File: config.mk
export PLATFORM = sky130hd
export DESIGN_NAME = mem_port_arbiter
export DESIGN_NICKNAME = d
export VERILOG_FILES = /design/src/rtl/mem_port_arbiter.sv
export SDC_FILE = /design/constraint.sdc
export NUM_CORES = 1
export LEC_CHECK = 0
export CORE_MARGIN = 3
export CORE_UTILIZATION = 44
export CTS_BUF_LIST = sky130_fd_sc_hd__clkbuf_2 sky130_fd_sc_hd__clkbuf_4 sky130_fd_sc_hd__clkbuf_8
export DETAILED_ROUTE_END_ITERATION = 10
export PLACE_DENSITY_LB_ADDON = 0.08
export SYNTH_ARGS = -nofsm -noshare
export SYNTH_HDL_FRONTEND = slang
export SYNTH_SLANG_ARGS = --single-unit
File: constraint.sdc
create_clock -name clk -period 3.91 [get_ports clk]
set_input_delay 0.782 -clock clk [delete_from_list [all_inputs] [get_ports clk]]
set_output_delay 0.782 -clock clk [all_outputs]
set_load 0.05 [all_outputs]
File: src/rtl/mem_port_arbiter.sv
// mem_port_arbiter: shares one single-ported memory between IF fetch and MEM load/store.
// Define ARB_FAIRNESS_EN to let fetch win after DATA_STREAK_MAX back-to-back data grants.
module mem_port_arbiter #(
    parameter int ADDR_W          = 32,
    parameter int DATA_W          = 32,
    parameter int MEM_LAT         = 1,
    parameter int DATA_STREAK_MAX = 4
) (
    input  logic              clk,
    input  logic              rst,
    input  logic              if_req,
    input  logic [ADDR_W-1:0] if_addr,
    output logic              if_gnt,
    output logic              if_rvalid,
    output logic [DATA_W-1:0] if_rdata,
    input  logic              d_req,
    input  logic              d_we,
    input  logic [ADDR_W-1:0] d_addr,
    input  logic [DATA_W-1:0] d_wdata,
    output logic              d_gnt,
    output logic              d_rvalid,
    output logic [DATA_W-1:0] d_rdata,
    output logic              mem_req,
    output logic              mem_we,
    output logic [ADDR_W-1:0] mem_addr,
    output logic [DATA_W-1:0] mem_wdata,
    input  logic [DATA_W-1:0] mem_rdata,
    output logic              stall_if,
    output logic              stall_mem
);
    typedef enum logic [1:0] {IDLE, ISSUE, WAIT} state_t;
    localparam int LAT_W = (MEM_LAT > 1) ? $clog2(MEM_LAT) : 1;

    state_t            state_q, state_d;
    logic [LAT_W-1:0]  lat_q, lat_d;
    logic              sel_d_q, sel_d_d;
    logic              mem_req_q, mem_req_d, mem_we_q, mem_we_d;
    logic [ADDR_W-1:0] mem_addr_q, mem_addr_d;
    logic [DATA_W-1:0] mem_wdata_q, mem_wdata_d;
    logic [DATA_W-1:0] if_rdata_q, if_rdata_d, d_rdata_q, d_rdata_d;
    logic              if_gnt_q, if_gnt_d, d_gnt_q, d_gnt_d;
    logic              if_rvalid_q, if_rvalid_d, d_rvalid_q, d_rvalid_d;
    logic              fetch_turn, pick_if, turnaround;

`ifdef ARB_FAIRNESS_EN
    localparam int SW = $clog2(DATA_STREAK_MAX + 1);
    logic [SW-1:0] streak_q, streak_d;
    assign fetch_turn = (streak_q == SW'(DATA_STREAK_MAX));
    always_comb streak_d = (~if_req | if_gnt_q) ? '0 :
                           (d_gnt_q & ~fetch_turn) ? streak_q + SW'(1) : streak_q;
    always_ff @(posedge clk) begin
        if (rst) streak_q <= '0;
        else     streak_q <= streak_d;
    end
`else
    assign fetch_turn = 1'b0;
`endif

    // The rvalid cycle is a turnaround: nothing is sampled, so a held req starts fresh next cycle.
    assign turnaround = if_rvalid_q | d_rvalid_q;
    assign pick_if    = if_req & (~d_req | fetch_turn);

    always_comb begin
        state_d     = state_q;
        lat_d       = lat_q;
        sel_d_d     = sel_d_q;
        mem_req_d   = 1'b0;
        mem_we_d    = mem_we_q;
        mem_addr_d  = mem_addr_q;
        mem_wdata_d = mem_wdata_q;
        if_gnt_d    = 1'b0;
        d_gnt_d     = 1'b0;
        if_rvalid_d = 1'b0;
        d_rvalid_d  = 1'b0;
        if_rdata_d  = if_rdata_q;
        d_rdata_d   = d_rdata_q;
        case (state_q)
            IDLE: if (~turnaround & (if_req | d_req)) begin
                state_d     = ISSUE;
                sel_d_d     = ~pick_if;
                mem_req_d   = 1'b1;
                if_gnt_d    = pick_if;
                d_gnt_d     = ~pick_if;
                mem_we_d    = ~pick_if & d_we;
                mem_addr_d  = pick_if ? if_addr : d_addr;
                mem_wdata_d = pick_if ? mem_wdata_q : d_wdata;
            end
            ISSUE: begin
                state_d = WAIT;
                lat_d   = LAT_W'(MEM_LAT - 1);
            end
            WAIT: if (lat_q == '0) begin
                state_d     = IDLE;
                if_rvalid_d = ~sel_d_q;
                d_rvalid_d  = sel_d_q;
                if_rdata_d  = sel_d_q ? if_rdata_q : mem_rdata;
                d_rdata_d   = sel_d_q ? mem_rdata : d_rdata_q;
            end else begin
                lat_d = lat_q - LAT_W'(1);
            end
            default: state_d = IDLE;
        endcase
    end

    always_ff @(posedge clk) begin
        if (rst) begin
            state_q     <= IDLE;
            lat_q       <= '0;
            sel_d_q     <= 1'b0;
            mem_req_q   <= 1'b0;
            mem_we_q    <= 1'b0;
            mem_addr_q  <= '0;
            mem_wdata_q <= '0;
            if_gnt_q    <= 1'b0;
            d_gnt_q     <= 1'b0;
            if_rvalid_q <= 1'b0;
            d_rvalid_q  <= 1'b0;
            if_rdata_q  <= '0;
            d_rdata_q   <= '0;
        end else begin
            state_q     <= state_d;
            lat_q       <= lat_d;
            sel_d_q     <= sel_d_d;
            mem_req_q   <= mem_req_d;
            mem_we_q    <= mem_we_d;
            mem_addr_q  <= mem_addr_d;
            mem_wdata_q <= mem_wdata_d;
            if_gnt_q    <= if_gnt_d;
            d_gnt_q     <= d_gnt_d;
            if_rvalid_q <= if_rvalid_d;
            d_rvalid_q  <= d_rvalid_d;
            if_rdata_q  <= if_rdata_d;
            d_rdata_q   <= d_rdata_d;
        end
    end

    assign if_gnt    = if_gnt_q;
    assign if_rvalid = if_rvalid_q;
    assign if_rdata  = if_rdata_q;
    assign d_gnt     = d_gnt_q;
    assign d_rvalid  = d_rvalid_q;
    assign d_rdata   = d_rdata_q;
    assign mem_req   = mem_req_q;
    assign mem_we    = mem_we_q;
    assign mem_addr  = mem_addr_q;
    assign mem_wdata = mem_wdata_q;
    assign stall_if  = if_req & ~if_rvalid_q;
    assign stall_mem = d_req & ~d_rvalid_q;
endmodule

==> Yosys cells after proc, flatten, opt, wreduce, memory -nomap -nowiden <==
Cells that the tools add are included.
{ "word_totals": {"latchBits": 0, "reg_bits": 138, "romBits": 0, "wordCells": 52, "output_inout_bits": 136, "mem_count": 0, "ramBits": 0} }
{ "classes": {"order_cmp": 0, "n_div": 0, "multipliers": 0, "shift": 0, "n_eq_ne": 4, "muxes": 7, "reduce_logical": 10, "add_sub_neg": 1, "n_bitwise": 17} }
{ "op_table": {"columns": ["operator", "n"], "rows": [
  ["$mux W32", 1],
  ["$not A1 Y1", 10],
  ["$reduce_and A3 Y1", 3],
  ["$pmux W2 S3", 1],
  ["$reduce_or A3 Y1", 2],
  ["$and A1 B1 Y1", 5],
  ["$mux W2", 2],
  ["$ne A2 B2 Y1 const B", 2],
  ["$reduce_and A2 Y1", 2],
  ["$eq A2 B1 Y1 const B", 1],
  ["$eq A2 B2 Y1 const B", 1],
  ["$logic_not A2 Y1", 1],
  ["$mux W1", 2],
  ["$or A1 B1 Y1", 2],
  ["$pmux W1 S2", 1],
  ["$reduce_bool A2 Y1", 1],
  ["$reduce_or A2 Y1", 1],
  ["$sub A1 B1 Y1 const B", 1]
]} }

==> Depth between registers and ports, before layout <==
Gate-level depths: netlist of run 1.
{ "logic_depth": {"ltp_word": 5, "mapped_depth": 6} }

==> Least setup slack after synthesis of run 1 <==
OpenSTA, ideal clock, no wires.
{ "synth_timing": {"path_type": "input to output", "from": "in d_req", "to": "out stall_mem", "required_ns": 3.128, "stages": 3, "arrival_time_ns": 1.709, "setup_slack_ns": 1.419, "path_cell_list": "inv_1 -> clkbuf_1 -> nor2_1"} }
{ "synth_via": {"elab_chain_cells": 1} }
{ "synth_lines": {"columns": ["element", "line", "rtl"], "rows": [
  ["start: declaration", "16", "input logic d_req,"],
  ["$and A1 B1 Y1", "148", "assign stall_mem = d_req & ~d_rvalid_q;"],
  ["end: declaration", "29", "output logic stall_mem"]
]} }
No other way between the ends.

==> Worst setup path in the final report of run 1 <==
Same ends and word-level chain as after synthesis.

==> metrics.yaml, run 1 <==
run_status:
  outcome: "complete, no violations"
min_path:
  worstHoldStart: "d_rdata[6]"
  timing.hold.worst.class: "reg -> reg"
sta:
  worst_pin_slew_ns: 1.24
  finalHoldViolations: 0
  rsz0062_at_grt: "false"
  post-route-min-period_ns: 3.39
  finClkSkew_ns: 0.0102
  timing.hold.ws_ns: 0.456
  final.setup.tns_ns: 0
  maxSlewViolCount: 0
  setup_viol: 0
  slew_headroom_pct: 17.0
  fin_crit_sh_pct: 86.7
  fin_ws_ns: 0.520
  fmax_mhz: 295
pwr:
  p_int_w: 0.00254
  p_sw_w: 0.00116
  power_frac_seq_pct: 41.5
  p_leak_nw: 3.02
  clkPwrFrac_pct: 33.3
  pwr-share-comb_pct: 25.2
  p_sw_share_pct: 31.4
  ir_drop_mv: 0.225
  powerDensity_nw_per_um2: 447
global_routing:
  track_usage_pct: 25.9
  grt_pass1_vias: 5310
  antenna_found_initial: 0
  grt_max_degree: 91
  grt-ovfl-total: 0
  grt_pass1_wl_um: 26800
finish:
  final_common_cell: "clkdlybuf4s50_1"
  nFillCells: 876
  final_nets: 976
  drive_gt1_share_pct: 5.50
  antennaDiodeCount: 0
  fin_area_um2: 8280
  layout_common_cells: "266 x clkdlybuf4s50_1, 137 x dfxtp_1, 130 x a21oi_1"
  syn2layout_area_growth_pct: 61.0
  stdcell_count: 995
clock_tree:
  ctsLongestPathBuffers: 2
  cts_hold_buf: 0
  htreeDepth: 4
  cts_setup_buffers: 0
  cts_tree: "built"
  clkLatencyLatePin_ns: 0.43
  cts.sinks: 137
  clk_pin_slew_worst_paths_ns: 0.08
  cts_buffers: 17
  clock-root-buffer: "clkbuf_8"
  cts.repair.resized: 0
yosys:
  yosysTopAreaCell: "dfxtp_1"
  ys_seq_elements: 137
  postSynthNetCount: 739
  ys.flop_type: "dfxtp_1"
  syn_inst: 606
  synth-edff-count: 0
  ys_warn_count: 0
  synth.distinct_cells: 23
  synth.top_cell.area_share_pct: 53.3
  synth-seq-area-share_pct: 53.3
  netlist_top_cells_area: "dfxtp_1 53%, a21oi_1 13%, nand2_1 9.4%"
  async_flop_share_pct: 0
  synth_area_um2: 5140
  postSynthAreaPerCell_um2: 8.49
drt:
  drc: 0
  drtAntennaViolNets: 0
  vias: 5299
  drt_iter0_markers: 381
  wl_per_cell_um: 17.2
  routed_wl_um: 17100
  vias_per_cell: 5.33
  firstDrtPassIters: 5
placed_design:
  pre_cts_slack_ns: 0.540
  place.gp.congestion: 0.781
  dp.cells: 964
  port_buffers: 268
  dpl_cell_area_um2: 7850
  post-dp-hpwl_um: 12000
floorplanning:
  core_area_um2: 11100
  fp.dieH_um: 114
  die_area_um2: 13000
  io_pins: 269
  num_rows: 38
  die_w_um: 114
  start_util_pct: 46.2
critical_path:
  criticalPathCategory: "in -> out"
  ff2ff_setup_slack_ns: 1.50
  cp.required_ns: 3.13
  crit_start: "d_req"
  end_kind: "primary output"
  cp_data_arrival_time_ns: 2.61
  start_kind: "input pin"
  r2r-start: "state_q[1]"
  crit_fanout: 33
run:
  maxCapViolCount: 0
## logic make-up after synthesis
| family | after synthesis | synth area share, % |
|---|---|---|
| compound gates | 196 | 20.6 |
| buf+inv | 60 | 4.96 |
| flops | 137 | 53.3 |
| mux | 32 | 6.23 |
| simple gates | 181 | 14.8 |
## worst paths after layout
path,to,cells after the start
worst min-delay path,d_rdata[6],2
worst max register to register,mem_addr[11],4
worst max-delay path,stall_mem,4
worst min register to register,d_rdata[6],2
## power by group through the flow
| stage | sequential [W] | combinational (W) | clock (W) |
|---|---|---|---|
| after floorplan | 0.00186 | 0.000251 | 0 |
| after global placement | 0.00156 | 0.000920 | 0 |
| final | 0.00154 | 0.000932 | 0.00123 |
| after CTS | 0.00153 | 0.000934 | 0.00126 |
| after global routing | 0.00155 | 0.000981 | 0.00132 |
| after detailed placement | 0.00157 | 0.000932 | 0 |
## critical path: stages
cell             delay (ns)
clkdlybuf4s50_1        0.61
inv_1                  0.79
nor2_1                 0.20
buf_12                 0.21
## through the flow
step | util, % | total power (W)
finish | 74.4 | 0.00370
global route | 74.4 | 0.00385
CTS | 74.4 | 0.00372
detailed placement | 70.6 | 0.00250
global placement | 70.6 | 0.00248
floorplan | - | 0.00211
## cells in the mapped netlist, drive strengths merged, types with 2 or more instances
library cell	count
nor2	7
o21ai	34
nor3b	2
a21oi	130
dfxtp	137
buf	20
a211oi	32
nand3	33
inv	2
clkbuf	38
nand2	129
nor3	3
mux2i	32
## metal layers
layer,up-vias,global-route usage (%),part of all wire (%),wire (um)
li1,2560,-,-,-
met1,2476,28.6,38,6500
met2,229,44.1,49,8430
met3,34,10.4,9.8,1680
met4,0,11.0,3.1,529
met5,-,0,0,0
## flip-flops by register name, summed over array words and instances (netlist names)
signal     cells
if_rvalid      1
mem_wdata     32
d_rdata       32
if_gnt         1
mem_we         1
mem_addr      32
sel_d_q        1
mem_req        1
d_rvalid       1
state_q        2
d_gnt          1
if_rdata      32
## cell type report
class                      instances  area [um^2]  share of cell area, %
timing repair buffer             276         2760                   33.4
sequential                       137         2740                   33.1
multi-input combinational        409         2160                   26.1
clock buffer                      21          289                   3.49
tap                              140          175                   2.12
clock inverter                    10          141                   1.71
inverter                           2         7.51                 0.0906
No activity file was read; power rests on OpenSTA's default activity.
==> run 2, diff against run 1 <==
--- a/config.mk
+++ b/config.mk
@@ -5,6 +5,7 @@
 export SDC_FILE = /design/constraint.sdc
 export NUM_CORES = 1
 export LEC_CHECK = 0
+export CAP_MARGIN = 10
 export CORE_MARGIN = 3
 export CORE_UTILIZATION = 44
 export CTS_BUF_LIST = sky130_fd_sc_hd__clkbuf_2 sky130_fd_sc_hd__clkbuf_4 sky130_fd_sc_hd__clkbuf_8
==> results of run 2 <==
Same layout as run 1: the final DEF is identical, and so are final timing and power.
==> patch (settings of run 1) <==
Add a define of `ARB_FAIRNESS_EN`.
--- a/src/rtl/mem_port_arbiter.sv
+++ b/src/rtl/mem_port_arbiter.sv
@@ -1,5 +1,7 @@
 // mem_port_arbiter: shares one single-ported memory between IF fetch and MEM load/store.
 // Define ARB_FAIRNESS_EN to let fetch win after DATA_STREAK_MAX back-to-back data grants.
+`define ARB_FAIRNESS_EN
+
 module mem_port_arbiter #(
     parameter int ADDR_W          = 32,
     parameter int DATA_W          = 32,
Check against the original RTL: no difference found for any inputs over 4 cycles, from zero or initial values and one cycle with rst high; that may be too few to reach the edited logic, so the function may still have changed.
==> patch against run 1 <==
Power grew 4.3%; final area up 4.3%; sequential cell count rose by 3; wire length is 3.0% higher; clock power is 5% higher; worst setup slack improved by 0.34 ns; synthesized area is 6.7% higher; combinational power is 5.8% higher; first-iteration DRC count rose by 61%; largest power group unchanged; core utilization shrank 3.1 points.
==> patch: results <==
metrics = {
    "run_status": {
        "status": "finished clean",
    },
    "route": {
        "firstDrtPassIters": 8,
        "via_per_inst": 5.28,
        "wl_um": 17600,
        "drt_iter0_markers": 614,
    },
    "setup_path": {
        "r2r_end": "mem_wdata[6]$_SDFFE_PP0P_",
        "cp_data_arrival_time_ns": 2.26,
        "crit_path_top_delay_cell": "clkdlybuf4s50_1",
        "reg2reg_slack_ns": 1.65,
        "max_stage_delay_ns": 0.81,
        "worstPathMaxFanout": 4,
    },
    "placed_design": {
        "dp_hpwl_um": 12300,
        "post_dp_cell_area_mm2": 0.00819,
        "place_congestion": 0.823,
    },
    "yosys": {
        "ys_seq_area_frac": 0.511,
        "synth_commonest_cells": "nand2_1 (194), dfxtp_1 (140), a21oi_1 (98)",
        "synthMuxAreaShare": 0.0602,
        "synth_adder_area_share": 0.00456,
        "synth_cell_types": 32,
        "synth_compound_area_frac": 0.180,
        "synthesis.instances": 658,
    },
    "timing": {
        "relSlewSlack": 0.406,
        "clock-skew-final_ns": 0.00821,
    },
    "global_routing": {
        "grt_pass1_wl_um": 28100,
        "grt_max_degree": 67,
        "met2_usage": 0.408,
        "grtUsageTotal": 0.249,
        "grtUsageMet1": 0.290,
        "grt_pass1_vias": 5466,
        "gr-usage-met3": 0.105,
    },
    "hold_path": {
        "min_from": "d_rdata[16]$_SDFFE_PP0P_",
        "min_to": "d_rdata[16]$_SDFFE_PP0P_",
    },
    "final_layout": {
        "final_layout_size_suffix_gt1_frac": 0.0562,
        "fin_nets": 1029,
    },
    "power_and_ir_drop": {
        "ir_drop_uv": 313,
        "p_sw_uw": 1200,
        "p_leak_uw": 0.00309,
    },
    "cts": {
        "clk-insertion-delay-late_ns": 0.46,
    },
}
patch: changes by cell type in the layout (fill, tap and decap cells not counted), moves of 2 or more:
cell and delta:
clkinv_2 +3, clkinvlp_4 -3, nand2_1 +65, o21ai_1 -27, o21ai_0 +25, buf_4 +4
ha_1 +2, a21oi_1 -32, dfxtp_1 +3, nor2b_1 +2, a311oi_1 +33, a211oi_1 -32
patch: metrics by stage:
stage | hold WS [ns] | total power (uW) | setup WS (ns)
finish | 0.454 | 3860 | 0.864
global route | 0.476 | 4010 | 0.788
CTS | 0.457 | 3880 | 0.863
detailed placement | 0.446 | 2600 | 0.868
global placement | 0.441 | 2580 | 0.846
floorplan | 0.487 | 2220 | 1.29
patch: how the worst max path moves through the flow:
| stage | startpoint | endpoint | slack (ns) | depth (start not counted) |
|---|---|---|---|---|
| floorplan | if_req | stall_if | 1.29 | 4 |
| global placement | d_req | stall_mem | 0.85 | 3 |
| detailed placement | d_req | stall_mem | 0.87 | 3 |
| CTS | d_req | stall_mem | 0.86 | 3 |
| global route | d_req | stall_mem | 0.79 | 3 |
| finish | d_req | stall_mem | 0.86 | 3 |
patch: cell type report:
class                      instances  area, um^2
tap                              168         210
multi-input combinational        452        2390
clock buffer                      21         283
fill                             981        3470
clock inverter                    11         164
inverter                           4        15.0
timing repair buffer             279        2770
sequential                       140        2800
patch: tightest hold or removal path, cell delays in order (launching register included):
cell and delay, ns:
dfxtp_1 0.31, nand2_1 0.05, a21oi_1 0.05
patch: kinds of logic (layout without fill, tap and decap cells):
kind of cell / count (synthesis) / count (layout)
simple gates: 248 / 248
flops: 140 / 140
fa+ha+maj: 2 / 2
xor+xnor: 1 / 1
buf+inv: 66 / 315
mux: 33 / 33
compound gates: 168 / 168
patch: layer usage:
metal,share of wire,up-vias
met1,0.38,2619
met5,0,-
met3,0.11,36
met2,0.48,294
met4,0.026,0
li1,-,2722
patch: power groups by stage:
stage / combinational (uW) / sequential, uW / clock (uW)
finish: 986 / 1580 / 1290
global route: 1040 / 1590 / 1380
CTS: 989 / 1580 / 1310
detailed placement: 985 / 1610 / 0
global placement: 975 / 1610 / 0
floorplan: 279 / 1940 / 0
